$ cat src/rtl/shift_load_sequencer.sv
// -----------------------------------------------------------------------------
// shift_load_sequencer
//
// Upstream controller for a 4-bit (generally N-bit) parallel-access shift
// register. A word is accepted through a Start/Ready handshake, then the
// block drives one load cycle (L=1, R=word), exactly N right-shift cycles
// (L=0, w=fill bit), and a single-cycle Done pulse while the register shows
// the fully shifted word.
//
// Handshake: an accept happens on a rising Clock edge where Start && Ready.
// Ready is a registered output, so the decision never depends combinationally
// on Start. Start while Ready=0 is ignored (not queued, data not sampled).
//
// Optional feature (macro SHIFT_SEQ_BACK_TO_BACK_EN):
//   defined   - Ready=1 in DONE; an accept in DONE goes straight to LOAD.
//   undefined - Ready=0 in DONE; DONE always returns to IDLE.
//
// Ports:
//   Clock     in   1   rising-edge clock (shared with the shift register)
//   Reset     in   1   synchronous, active-high
//   DataIn    in   N   word to load, sampled on accept
//   FillIn    in   1   serial fill bit for the shift phase, sampled on accept
//   Start     in   1   request to send DataIn
//   Ready     out  1   sequencer can accept
//   R         out  N   parallel load value to the shift register
//   L         out  1   load enable (1 = load, 0 = shift)
//   w         out  1   serial input to the shift register
//   Done      out  1   one-cycle pulse, register holds the shifted word
//   StateDbg  out  2   current FSM state (0=IDLE 1=LOAD 2=SHIFT 3=DONE)
// -----------------------------------------------------------------------------
module shift_load_sequencer #(
    parameter int N = 4
) (
    input  logic         Clock,
    input  logic         Reset,
    input  logic [N-1:0] DataIn,
    input  logic         FillIn,
    input  logic         Start,
    output logic         Ready,
    output logic [N-1:0] R,
    output logic         L,
    output logic         w,
    output logic         Done,
    output logic [1:0]   StateDbg
);

    localparam int CNT_W = $clog2(N) + 1;

`ifdef SHIFT_SEQ_BACK_TO_BACK_EN
    localparam logic B2B = 1'b1;
`else
    localparam logic B2B = 1'b0;
`endif

    typedef enum logic [1:0] {
        IDLE  = 2'd0,
        LOAD  = 2'd1,
        SHIFT = 2'd2,
        DONE  = 2'd3
    } state_t;

    state_t             state_q, state_d;
    logic [N-1:0]       hold_q, hold_d;
    logic               fill_q, fill_d;
    logic [CNT_W-1:0]   cnt_q, cnt_d;
    logic               ready_q, ready_d;
    logic               l_q, l_d;
    logic               w_q, w_d;
    logic               done_q, done_d;
    logic               accept;

    // ready_q is the value the outside world sees, so accept uses it directly.
    assign accept = Start && ready_q;

    always_comb begin
        state_d = state_q;
        hold_d  = hold_q;
        fill_d  = fill_q;
        cnt_d   = cnt_q;

        case (state_q)
            IDLE: begin
                if (accept) begin
                    hold_d  = DataIn;
                    fill_d  = FillIn;
                    state_d = LOAD;
                end
            end
            LOAD: begin
                cnt_d   = '0;
                state_d = SHIFT;
            end
            SHIFT: begin
                // Counter saturates at N-1; this is the last of N shift cycles.
                if (cnt_q == CNT_W'(N - 1)) begin
                    state_d = DONE;
                end else begin
                    cnt_d = cnt_q + CNT_W'(1);
                end
            end
            DONE: begin
                if (accept) begin
                    hold_d  = DataIn;
                    fill_d  = FillIn;
                    state_d = LOAD;
                end else begin
                    state_d = IDLE;
                end
            end
            default: state_d = IDLE;
        endcase

        // Outputs are decoded from the next state and registered, so every
        // output is a pure function of registered state in its own cycle.
        ready_d = (state_d == IDLE) || (B2B && (state_d == DONE));
        l_d     = (state_d == LOAD);
        w_d     = (state_d == SHIFT) && fill_d;
        done_d  = (state_d == DONE);
    end

    always_ff @(posedge Clock) begin
        if (Reset) begin
            state_q <= IDLE;
            hold_q  <= '0;
            fill_q  <= 1'b0;
            cnt_q   <= '0;
            ready_q <= 1'b1;
            l_q     <= 1'b0;
            w_q     <= 1'b0;
            done_q  <= 1'b0;
        end else begin
            state_q <= state_d;
            hold_q  <= hold_d;
            fill_q  <= fill_d;
            cnt_q   <= cnt_d;
            ready_q <= ready_d;
            l_q     <= l_d;
            w_q     <= w_d;
            done_q  <= done_d;
        end
    end

    assign Ready    = ready_q;
    assign R        = hold_q;
    assign L        = l_q;
    assign w        = w_q;
    assign Done     = done_q;
    assign StateDbg = state_q;

endmodule

$ cat config.mk
export PLATFORM = sky130hd
export DESIGN_NAME = shift_load_sequencer
export DESIGN_NICKNAME = d
export VERILOG_FILES = /design/src/rtl/shift_load_sequencer.sv
export SDC_FILE = /design/constraint.sdc
export NUM_CORES = 1
export LEC_CHECK = 0
export BUFFER_PORTS_ARGS = -buffer_cell sky130_fd_sc_hd__buf_2
export CAP_MARGIN = 20
export CORE_AREA = 2 2 39 41
export DETAILED_ROUTE_END_ITERATION = 7
export DIE_AREA = 0 0 41 43
export GPL_ROUTABILITY_DRIVEN = 0
export MAX_ROUTING_LAYER = met4
export PLACE_DENSITY = 0.71
export REMOVE_ABC_BUFFERS = 1
export SETUP_SLACK_MARGIN = 0.02
export SLEW_MARGIN = 0
export SYNTH_ARGS = -nofsm -noshare
export SYNTH_HDL_FRONTEND = slang
export SYNTH_SLANG_ARGS = --single-unit
export TNS_END_PERCENT = 20
$ cat constraint.sdc
create_clock -name Clock -period 1.59 [get_ports Clock]
set_input_delay 0.318 -clock Clock [delete_from_list [all_inputs] [get_ports Clock]]
set_output_delay 0.318 -clock Clock [all_outputs]
set_load 0.05 [all_outputs]
==> results.sh <==
export IMPL_post_route_cell_area_um2=729
export IMPL_cts_buffers_inserted=3
export IMPL_drc=0
export IMPL_synthCells=56
export IMPL_crit_arrival_ps=1610
export IMPL_cts_root_buf="clkbuf_4"
export IMPL_r2r_cells=5
export IMPL_cts_sinks=14
export IMPL_crit_chain="inv_1 -> ha_1 -> nand3b_2 -> mux2i_1 -> nor2_1"
export IMPL_irDropWorstVdd_mv=0.920
export IMPL_antenna_diode_count=0
export IMPL_core_mm2=0.00138
export IMPL_area_growth_pct=22.0
export IMPL_vias_per_cell=4.95
export IMPL_wl_um=998
export IMPL_grt_pass1_vias=399
export IMPL_clk_pin_slew_ps=80
export IMPL_htreeDepth=1
export IMPL_grt_pass1_wl_um=1680
export IMPL_track_usage_pct=15.3
export IMPL_setup_viol=0
export IMPL_fp_dieH_um=43
export IMPL_max_cap_violations=0
export IMPL_path_delay_family="flip-flops"
export IMPL_post_cts_resized=0
export IMPL_hold_viol_final=0
export IMPL_drt_iter0_markers=10
export IMPL_synth_area_um2=598
export IMPL_final_common_cell="buf_2"
export IMPL_vias=455
export IMPL_drtAntennaViolNets=0
export IMPL_dieWidth_um=41
export IMPL_cp_start_kind="flop"
export IMPL_placed_cells=89
export IMPL_period_needed_ps=1430
export IMPL_dp_hpwl_um=752
export IMPL_row_count=14
export IMPL_crit_slowest_cell="dfxtp_1"
export IMPL_slew_headroom_pct=82.5
export IMPL_num_fill_cells=127
export IMPL_cts_hold_buf=0
export IMPL_avgSynthCellArea_um2=10.7
export IMPL_ys_seq_area_share_pct=46.9
export IMPL_hp_class="in2reg"
export IMPL_drive_gt1_share_pct=34.2
export IMPL_clock_path_buffers=2
export IMPL_min_path_cells=3
export IMPL_fin_nets=92
export IMPL_grt_start_max_net_pins=13
export IMPL_worst_slack_ps=156
export IMPL_slowest_delay_ps=370
export IMPL_stdcell_count=92
export IMPL_pin_count=18
export IMPL_wl_per_cell_um=10.8
export IMPL_initial_core_util_pct=43.2
export IMPL_crit_path_max_fanout=5
export IMPL_rsz0062_at_grt="false"
export IMPL_end_kind="flop"
export IMPL_yosysWarnings=0
export IMPL_io_buffer_count=17
export IMPL_critPathBufInv=1
export IMPL_hold_end="R[3]"
export IMPL_crit_type="reg2reg"
export IMPL_worst_ep_required_time_ps=1760
export IMPL_period_share_pct=90.2
export IMPL_layout_common_cells="buf_2 (17), dfxtp_1 (14), nor2_1 (7), ha_1 (6), mux2i_1 (5)"
export IMPL_dieArea_mm2=0.00176
export IMPL_fmax_mhz=697
export IMPL_power_density_mw_per_mm2=1720
export IMPL_ys_types=22
export IMPL_overflow=0
export IMPL_skew_ps=2.33
export IMPL_post_cts_buffers=0
export IMPL_drt_first_pass_iters=4
export IMPL_leakagePower_nw=0.357
export IMPL_antenna_found_initial=0
export IMPL_r2r_start="StateDbg[1]"
export IMPL_tritoncts="built"
export IMPL_r2r_end="R[0]"
export IMPL_r2r_slack_ps=160
export IMPL_outcome="finished, final reports clean"
export IMPL_hold_start="DataIn[3]"
export IMPL_clk_latency_ps=280
export IMPL_detailedPlace_worstSlack_ps=156
export IMPL_worst_pin_slew_ps=263
export IMPL_post_dp_cell_area_um2=707
export IMPL_drv_slew=0
export IMPL_ys_seq_elements=14
## tightest hold or removal path, stage by stage
cell and delay (ps):
buf_2 70, mux2i_1 50, nor2_1 70
## final cells by class
type / count / area (µm²) / share of cell area [%]
inverters: 4 / 15.0 / 2.06
multi-input cells: 37 / 299 / 41.0
repair buffers: 18 / 92.6 / 12.7
flip-flops and latches: 14 / 280 / 38.4
well taps: 16 / 20.0 / 2.74
clock buffers: 3 / 22.5 / 3.09
## worst max-delay path by stage
stage                      from   end  slack [ps]  depth (start not counted)
floorplan           StateDbg[0]  R[0]        -200                          5
detailed placement  StateDbg[1]  R[3]         160                          5
global placement    StateDbg[1]  R[3]         190                          5
finish              StateDbg[1]  R[0]         160                          5
CTS                 StateDbg[1]  R[3]         150                          5
global route        StateDbg[1]  R[2]          40                          5
## synth_stat cells (all sizes together)
| master | n | area [µm²] |
|---|---|---|
| nor3b | 1 | 7.51 |
| and4 | 1 | 8.76 |
| ha | 6 | 75.1 |
| mux2i | 5 | 50.1 |
| nand2b | 2 | 15.0 |
| o22ai | 1 | 12.5 |
| nand3b | 2 | 18.8 |
| nand3 | 2 | 10.0 |
| a31oi | 1 | 6.26 |
| nor2b | 1 | 6.26 |
| clkbuf | 1 | 3.75 |
| inv | 4 | 15.0 |
| dfxtp | 14 | 280 |
| a21boi | 1 | 7.51 |
| nor2 | 7 | 26.3 |
| a31o | 1 | 8.76 |
| o211ai | 1 | 12.5 |
| or2 | 1 | 6.26 |
| a21oi | 3 | 15.0 |
| a211oi | 1 | 12.5 |
## registers in the layout, indices dropped and copies added, names as in the netlist
register	flops
StateDbg	2
fill_q	1
cnt_q	3
R	4
L	1
Ready	1
Done	1
w	1
## stage by stage
step                      utilization, %  total power [mW]  TNS [ps]  hold WS [ps]
after global routing                52.7              1.34         0           278
after floorplan                        -             0.941     -1170           383
after global placement              51.1              1.06         0           466
final                               52.7              1.25         0           270
after detailed placement            51.1              1.07         0           468
after CTS                           52.7              1.27         0           262
## cells by family after synthesis
logic type,count (synthesis),synth area share [%]
and+or+nand+nor,17,16.5
DFF,14,46.9
buffers and inverters,5,3.14
adders and majority gates,6,12.6
muxes,5,8.37
AOI/OAI and AO/OA,9,12.6
## metal layers
| metal | global-route usage [%] | up-vias | wire [µm] |
|---|---|---|---|
| met1 | 18.6 | 201 | 408 |
| met4 | 16.0 | 0 | 49 |
| li1 | - | 234 | - |
| met2 | 19.1 | 15 | 469 |
| met5 | - | - | 0 |
| met3 | 3.14 | 5 | 71 |
## power breakdown
part | leakage (nW) | internal, mW | switching (mW)
Clock | 0.0138 | 0.0879 | 0.105
Combinational | 0.228 | 0.188 | 0.405
Sequential | 0.115 | 0.425 | 0.0412
Total | 0.357 | 0.701 | 0.551
No activity file was read; power rests on OpenSTA's default activity.
